### src/rtl/wb_stage.sv
`default_nettype none
// ============================================================================
// Module   : wb_stage
// Purpose  : Write-back stage of the NPC pipeline. Holds one retiring
//            instruction for exactly one cycle. During that cycle it writes
//            the register file, presents a commit record and drives the
//            forwarding port. Stops intake once an ebreak retires. Counts
//            retired instructions in a 64-bit counter.
// Ports    : clk, rst (async, active-high)
//            in_*     : valid/ready retire handshake from the memory stage
//            rf_*     : register-file write port
//            fwd_*    : forwarding port (fwd_valid == rf_wen)
//            commit_* : one-cycle commit record for the commit/DPI block
//            halted   : ebreak has retired
//            instret  : retired-instruction count (wraps at 2^64)
// Revision : 1.0 - initial release
// ============================================================================
module wb_stage #(
  parameter int XLEN = 32,
  parameter int RAW  = 5
) (
  input  logic              clk,
  input  logic              rst,
  input  logic              in_valid,
  output logic              in_ready,
  input  logic [XLEN-1:0]   in_pc,
  input  logic              in_rf_wen,
  input  logic [RAW-1:0]    in_rd,
  input  logic [XLEN-1:0]   in_wdata,
  input  logic              in_ebreak,
  input  logic              in_is_mmio,
  output logic              rf_wen,
  output logic [RAW-1:0]    rf_waddr,
  output logic [XLEN-1:0]   rf_wdata,
  output logic              fwd_valid,
  output logic [RAW-1:0]    fwd_rd,
  output logic [XLEN-1:0]   fwd_data,
  output logic              commit_valid,
  output logic [XLEN-1:0]   commit_pc,
  output logic              commit_ebreak,
  output logic              commit_is_mmio,
  output logic              halted,
  output logic [63:0]       instret
);

  localparam logic [0:0] ST_RUN  = 1'b0;
  localparam logic [0:0] ST_HALT = 1'b1;

  logic [0:0]      state;
  logic [0:0]      state_next;

  // Single-entry write-back register
  logic            wb_valid;
  logic [XLEN-1:0] wb_pc;
  logic            wb_rf_wen;
  logic [RAW-1:0]  wb_rd;
  logic [XLEN-1:0] wb_wdata;
  logic            wb_ebreak;
  logic            wb_is_mmio;

  logic [63:0]     instret_cnt;
  logic            accept;
  logic            ebreak_retire;

  assign ebreak_retire = wb_valid && wb_ebreak;
  assign accept        = in_valid && in_ready;

  // ---------------------------------------------------------------- FSM
  always_ff @(posedge clk or posedge rst) begin
    if (rst) begin
      state <= ST_RUN;
    end else begin
      state <= state_next;
    end
  end

  always_comb begin
    state_next = state;
    case (state)
      ST_RUN:  if (ebreak_retire) state_next = ST_HALT;
      ST_HALT: state_next = ST_HALT;   // sticky until reset
      default: state_next = ST_RUN;
    endcase
  end

  // The ebreak cycle itself already refuses intake so nothing slips in
  // behind it on the edge that moves the FSM to HALT.
  always_comb begin
    in_ready = 1'b0;
    halted   = 1'b0;
    case (state)
      ST_RUN:  in_ready = !rst && !ebreak_retire;
      ST_HALT: halted   = 1'b1;
      default: in_ready = 1'b0;
    endcase
  end

  // ------------------------------------------------------- entry register
  // wb_valid follows accept every edge, so an entry lives exactly one cycle.
  always_ff @(posedge clk or posedge rst) begin
    if (rst) begin
      wb_valid   <= 1'b0;
      wb_pc      <= '0;
      wb_rf_wen  <= 1'b0;
      wb_rd      <= '0;
      wb_wdata   <= '0;
      wb_ebreak  <= 1'b0;
      wb_is_mmio <= 1'b0;
    end else begin
      wb_valid <= accept;
      if (accept) begin
        wb_pc      <= in_pc;
        wb_rf_wen  <= in_rf_wen;
        wb_rd      <= in_rd;
        wb_wdata   <= in_wdata;
        wb_ebreak  <= in_ebreak;
        wb_is_mmio <= in_is_mmio;
      end
    end
  end

  // ------------------------------------------------------ retire counter
  always_ff @(posedge clk or posedge rst) begin
    if (rst) begin
      instret_cnt <= '0;
    end else if (wb_valid) begin
      instret_cnt <= instret_cnt + 64'd1;
    end
  end

  // ------------------------------------------------------------- outputs
  // x0 writes and ebreak entries never reach the register file.
  assign rf_wen   = wb_valid && wb_rf_wen && (wb_rd != '0) && !wb_ebreak;
  assign rf_waddr = wb_rd;
  assign rf_wdata = wb_wdata;

  assign fwd_valid = rf_wen;
  assign fwd_rd    = wb_rd;
  assign fwd_data  = wb_wdata;

  assign commit_valid   = wb_valid;
  assign commit_pc      = wb_valid ? wb_pc : '0;
  assign commit_ebreak  = wb_valid && wb_ebreak;
  assign commit_is_mmio = wb_valid && wb_is_mmio;

  assign instret = instret_cnt;

endmodule
`default_nettype wire

### config.mk
export PLATFORM = sky130hd
export DESIGN_NAME = wb_stage
export DESIGN_NICKNAME = d
export VERILOG_FILES = /design/src/rtl/wb_stage.sv
export SDC_FILE = /design/constraint.sdc
export NUM_CORES = 1
export LEC_CHECK = 0
export ABC_CLOCK_PERIOD_IN_PS = 9100
export BUFFER_PORTS_ARGS = -buffer_cell sky130_fd_sc_hd__buf_2
export CORE_ASPECT_RATIO = 1.1
export CORE_MARGIN = 2
export CORE_UTILIZATION = 40
export CTS_CLUSTER_DIAMETER = 100
export DETAILED_ROUTE_END_ITERATION = 10
export GPL_ROUTABILITY_DRIVEN = 0
export GPL_TIMING_DRIVEN = 1
export HOLD_SLACK_MARGIN = 0.02
export PLACE_DENSITY = 0.71
export RECOVER_POWER = 25
export SYNTH_ARGS = -nofsm -noshare
export SYNTH_HDL_FRONTEND = slang
export SYNTH_SLANG_ARGS = --single-unit
### constraint.sdc
create_clock -name clk -period 9.1 [get_ports clk]
set_clock_uncertainty 0.05 [all_clocks]
set_input_delay 1.82 -clock clk [delete_from_list [all_inputs] [get_ports clk]]
set_output_delay 1.82 -clock clk [all_outputs]
set_load 0.03 [all_outputs]
==> impl_metrics.toml, run 1 <==
[sta]
fmax_mhz = 219
tightest_slew_ns = 2.66
period_share_pct = 50.2
grt_setup_unrepaired = "false"
hold_violations = 0
setup_viol = 0
finalMaxSlewViolations = 60
fin_tns_setup_ns = 0
period_needed_ns = 4.57
slew_headroom_pct = -78.3

[detailed_routing]
via_count = 4745
dr.pass1.iters = 4
drc_errors = 0
drt-total-wl_microns = 15500
wl_per_cell_microns = 16.2
initialDrtViolationCount = 160
antenna_left = 0
viasPerCell = 4.95

[setup_path]
r2r_start = "commit_valid$_DFF_PP0_"
worst_path_max_delay_cell = "dfrtp_1"
cpPeakStageDelay_ns = 0.90
path_max_fanout = 33
start_kind = "flop"
reg2reg_depth = 6
crit_path_cell_trace = "clkbuf_1, and2_0, or2_2, nor2_2, buf_2"
crit_path_end_kind = "primary output"
reg2reg_to = "instret[46]$_DFFE_PP0P_"
crit_type = "flop to primary output"
crit_arrival_ns = 2.70
required_ns = 7.23
ff2ff_setup_slack_ns = 5.22

[run]
maxCapViolCount = 1

[cells_and_area]
area_growth_pct = 25.5
antenna_cells = 0
most-common-layout-cells = "buf_2, dfrtp_1, mux2_2"
final_common_cell = "buf_2"
utilization_pct = 51.6
seqCellArea_sq_um = 3450
nets = 824
multiInputGateArea_sq_um = 2600
drive_gt1_share_pct = 49.0
num-fill-cells = 1455

[cts]
cts_tree = "yes"
cts_hold_buffers = 0
numCtsBuffers = 17
ctsLongestPathBuffers = 2
htree_levels = 4
clk-insertion-delay-late_ns = 0.41
cts_setup_buffers = 0
cts_num_sinks = 138
ctsResizeCount = 0
clk_pin_slew_worst_paths_ns = 0.05
clock-root-buffer = "clkbuf_16"

[global_route]
grt_usage_pct = 17.5
grt_max_degree = 81
overflow = 0
antenna_found_initial = 0
first_global_vias = 4512
grt.met2_usage_pct = 28.7
grt_pass1_wl_microns = 23800
grtUsageMet3_pct = 3.81
grt.met1_usage_pct = 22.7
gr-max-usage-layer = "met2"

[floorplan]
die_x_microns = 125
die-area_sq_um = 17300
initial_utilization_pct = 41.1
die_y_microns = 138
ios = 252
rows = 48
core_area_sq_um = 15800

[synthesis]
synth_nets = 605
ys_seq_area_share_pct = 53.2
yosysUniqueCellTypes = 39
syn-cell-area_sq_um = 6490
yosysWarnings = 0
synth_seq_cells = 138
syn_area_per_cell_sq_um = 12.3
syn_inst = 529

[outcome]
violations = "max-capacitance violations, max-slew violations"
status = "complete, but fails checks"

[pwr]
ir_drop_v = 0.000187
power_leakage_nw = 4.19
cellPowerDensity_nw_per_um2 = 298

[placed_design]
hpwl_microns = 11100
portBuffers = 251

[hold_path]
hold_class = "flop to flop"
hold_depth = 1
holdCritStartpoint = "instret[63]$_DFFE_PP0P_"
holdPathEnd = "instret[63]$_DFFE_PP0P_"
## Yosys cell counts, drive strengths merged
cell type / count / area, sq um
nor4b: 1 / 15.0
and3: 14 / 92.6
inv: 6 / 22.5
clkbuf: 6 / 32.5
or2: 2 / 12.5
xor2: 22 / 193
and2: 38 / 238
nor3b: 1 / 18.8
and3b: 1 / 8.76
or3: 2 / 12.5
nand2: 28 / 108
and4b: 1 / 10.0
nor2: 20 / 77.6
or4: 2 / 15.0
nor4: 9 / 138
ha: 1 / 12.5
nor3: 14 / 91.3
nand4: 30 / 224
nand3: 27 / 158
buf: 47 / 337
mux2: 73 / 822
and4: 5 / 45.0
xnor2: 41 / 359
dfrtp: 138 / 3450
## cells by family after synthesis
family | Yosys count | synth area share (%)
XOR/XNOR | 63 | 8.50
adder cells (fa/ha/maj) | 1 | 0.193
buffers and inverters | 59 | 6.03
flip-flops | 138 | 53.2
multiplexers | 73 | 12.7
AND/OR/NAND/NOR | 195 | 19.5
## metal layers
metal | vias up | wire length, microns
li1 | 2231 | -
met1 | 2299 | 6560
met2 | 195 | 7640
met3 | 20 | 1060
met4 | 0 | 237
met5 | - | 0
## final cells by class
class / instances / area share, %
flip-flops and latches: 138 / 42.4
multi-input cells: 332 / 31.9
repair buffers: 253 / 15.5
clock buffers: 22 / 5.69
well taps: 200 / 3.07
clock inverters: 8 / 1.18
inverters: 6 / 0.292
## state kept, by name, summed over array words and instances (netlist names)
signal / flops
commit_valid: 1
fwd_data: 32
fwd_rd: 5
instret: 64
state: 1
wb_ebreak: 1
wb_is_mmio: 1
wb_pc: 32
wb_rf_wen: 1
## power breakdown
group / leakage [nW] / internal, mW / switching, mW / total [mW]
combinational: 2.16 / 0.292 / 0.561 / 0.853
clock: 0.276 / 0.413 / 0.251 / 0.664
sequential: 1.76 / 0.790 / 0.121 / 0.911
## through the flow
step	instance area, sq um	hold slack [ns]	std cells	worst slack [ns]	total power, mW
finish	8150	0.427	959	4.53	2.43
global route	8150	0.454	959	4.34	2.54
CTS	8220	0.428	959	4.84	2.46
detailed placement	7660	0.421	929	4.89	1.78
global placement	7660	0.406	929	4.89	1.77
floorplan	6490	0.421	529	3.53	1.63
## worst max path at each step
| stage | startpoint | to | cells after the start |
|---|---|---|---|
| 4_1_cts | commit_valid$_DFF_PP0_ | in_ready | 5 |
| 3_3_place_gp | rst | in_ready | 3 |
| 5_1_grt | commit_valid$_DFF_PP0_ | in_ready | 5 |
| 6_report | commit_valid$_DFF_PP0_ | in_ready | 5 |
| 2_1_floorplan | rst | commit_valid$_DFF_PP0_ | 1 |
| 3_5_place_dp | rst | in_ready | 3 |
## critical path, delay by kind of cell, from the launching register on
kind	cells	cell delay [ns]
and+or+nand+nor	3	0.46
DFF	1	0.90
buffers and inverters	2	0.94
Power figures use the tool's default switching activity.
==> inputs of run 2 (changes only) <==
ABC_CLOCK_PERIOD_IN_PS = 4500   (was 9100)
clock period = 4.5 ns   (was 9.1 ns; I/O delays follow)
==> run 2 against run 1 <==
The flow still finishes with violations (max-capacitance violations, max-slew violations). Combinational power grew 100%. Flip-flop and latch count is the same. First-iteration DRC count grew 61%. Power grew 100%. Critical path type is now primary input to asynchronous set/reset pin. Critical endpoint is now fwd_rd[4]$_DFFE_PP0P_. Global-route usage grew 0.29 points. Via count grew 2.0%. Die area is the same. Hold slack lost 0.012 ns. Register-to-register slack lost 3.4 ns.
==> impl_metrics.toml, run 2 (same netlist as run 1, synthesis figures left out) <==
[cts]
ctsResizeCount = 0
ctsLongestPathBuffers = 2
htree_levels = 4
clock-root-buffer = "clkbuf_16"
cts_setup_buffers = 0
numCtsBuffers = 17
clk_pin_slew_worst_paths_ns = 0.06
clk-insertion-delay-late_ns = 0.41
cts_tree = "yes"
cts_hold_buffers = 0
cts_num_sinks = 138

[global_route]
grt_usage_pct = 17.8
first_global_vias = 4671
overflow = 0
antenna_found_initial = 0
grt_pass1_wl_microns = 24100
grt_max_degree = 74

[floorplan]
initial_utilization_pct = 41.1
core_area_sq_um = 15800
die_y_microns = 138
ios = 252
die-area_sq_um = 17300
die_x_microns = 125
rows = 48

[setup_path]
path_max_fanout = 46
required_ns = 4.45
crit_path_cell_trace = "clkbuf_1, clkinvlp_2, clkbuf_1"
start_kind = "primary input"
critical-path-top-delay-family = "buffers and inverters"
cp.depth = 3
worst_path_max_delay_cell = "clkbuf_1"
crit_path_end_kind = "asynchronous set/reset pin"
cpPeakStageDelay_ns = 1.79
crit_buf_inv = 3
crit_type = "primary input to asynchronous set/reset pin"
reg2reg_depth = 5
crit_arrival_ns = 3.09
crit_top_cell = "clkbuf_1"

[detailed_routing]
initialDrtViolationCount = 257
drt-total-wl_microns = 15500
via_count = 4840
antenna_left = 0
drc_errors = 0
dr.pass1.iters = 4
viasPerCell = 5.04
wl_per_cell_microns = 16.1

[sta]
period_needed_ns = 3.15
finalMaxSlewViolations = 134
grt_setup_unrepaired = "false"
hold_slack_ns = 0.415
fin_tns_setup_ns = 0
tightest_slew_ns = 2.47
period_share_pct = 69.9
slew_headroom_pct = -64.6
fmax_mhz = 318
hold_violations = 0
setup_viol = 0

[hold_path]
hold_class = "flop to flop"
hold_depth = 1

[pwr]
ir_drop_v = 0.000389
p_seq_share_pct = 37.9
p_comb_share_pct = 35.4
power_leakage_nw = 4.24
power_switching_mw = 1.89
swShare_pct = 38.7
p_int_mw = 2.99
clkPwrFrac_pct = 26.7
cellPowerDensity_nw_per_um2 = 595

[cells_and_area]
num-fill-cells = 1466
antenna_cells = 0
area_growth_pct = 26.2
final_common_cell = "buf_2"
nets = 826
drive_gt1_share_pct = 49.7
largest_reg_flops = 64
most-common-layout-cells = "buf_2, dfrtp_1, mux2_2"

[run]
maxCapViolCount = 3

[outcome]
status = "complete, but fails checks"
violations = "max-capacitance violations, max-slew violations"

[placed_design]
hpwl_microns = 11200
portBuffers = 251
## run 2: cell types whose count changed in the layout (fill, tap and decap cells not counted), moves of 2 or more
cell	change
nor4_4	+2
nor3_1	-3
clkbuf_8	-2
clkinv_2	+2
nor3_2	+2
nor4_1	-2
## run 2: worst register-to-register path, cell delays in order, from the launching register on
cell and delay (ns):
dfrtp_1 0.69, and2_1 0.33, or2_2 0.30, nor2_2 0.16, nand2_4 0.49, mux2_2 0.58
## run 2: layout make-up
class / count / area (sq um) / share of cell area (%)
clock inverters: 10 / 105 / 1.28
multi-input cells: 332 / 2660 / 32.4
inverters: 6 / 23.8 / 0.290
clock buffers: 19 / 433 / 5.28
well taps: 200 / 250 / 3.05
flip-flops and latches: 138 / 3450 / 42.1
repair buffers: 255 / 1270 / 15.5
## run 2: metrics by stage
stage                     instances  power, mW  setup slack [ns]  cell area (sq um)  utilization (%)
after floorplan                 529       3.29              1.47               6500                -
after CTS                       960       4.94              1.38               8210             52.0
final                           960       4.87              1.35               8190             51.9
after global placement          931       3.58              1.77               7670             48.6
after detailed placement        931       3.62              1.74               7670             48.6
after global routing            960       5.11             0.760               8190             51.9
## run 2: power by group through the flow
stage / clock network (mW) / registers (mW) / logic, mW
after floorplan: 0 / 2.20 / 1.09
after global placement: 0 / 1.85 / 1.73
after detailed placement: 0 / 1.87 / 1.75
after CTS: 1.34 / 1.85 / 1.75
after global routing: 1.39 / 1.90 / 1.82
final: 1.30 / 1.85 / 1.73
## run 2: worst paths after layout
path	startpoint	end	slack (ns)
setup / recovery	rst	fwd_rd[4]$_DFFE_PP0P_	1.35
hold / removal	instret[63]$_DFFE_PP0P_	instret[63]$_DFFE_PP0P_	0.41
hold reg to reg	instret[63]$_DFFE_PP0P_	instret[63]$_DFFE_PP0P_	0.41
max in group clk	commit_valid$_DFF_PP0_	in_ready	1.44
setup reg to reg	commit_valid$_DFF_PP0_	fwd_data[12]$_DFFE_PP0P_	1.78
min in group asynchronous	rst	state$_DFF_PP0_	0.42
## run 2: metal layers
metal / global-route usage, % / vias up / share of wire (%)
met3: 4.08 / 14 / 7.2
met1: 22.2 / 2371 / 40
met2: 30.0 / 215 / 51
met4: 7.35 / 0 / 1.3
li1: - / 2240 / -
met5: 0 / - / 0
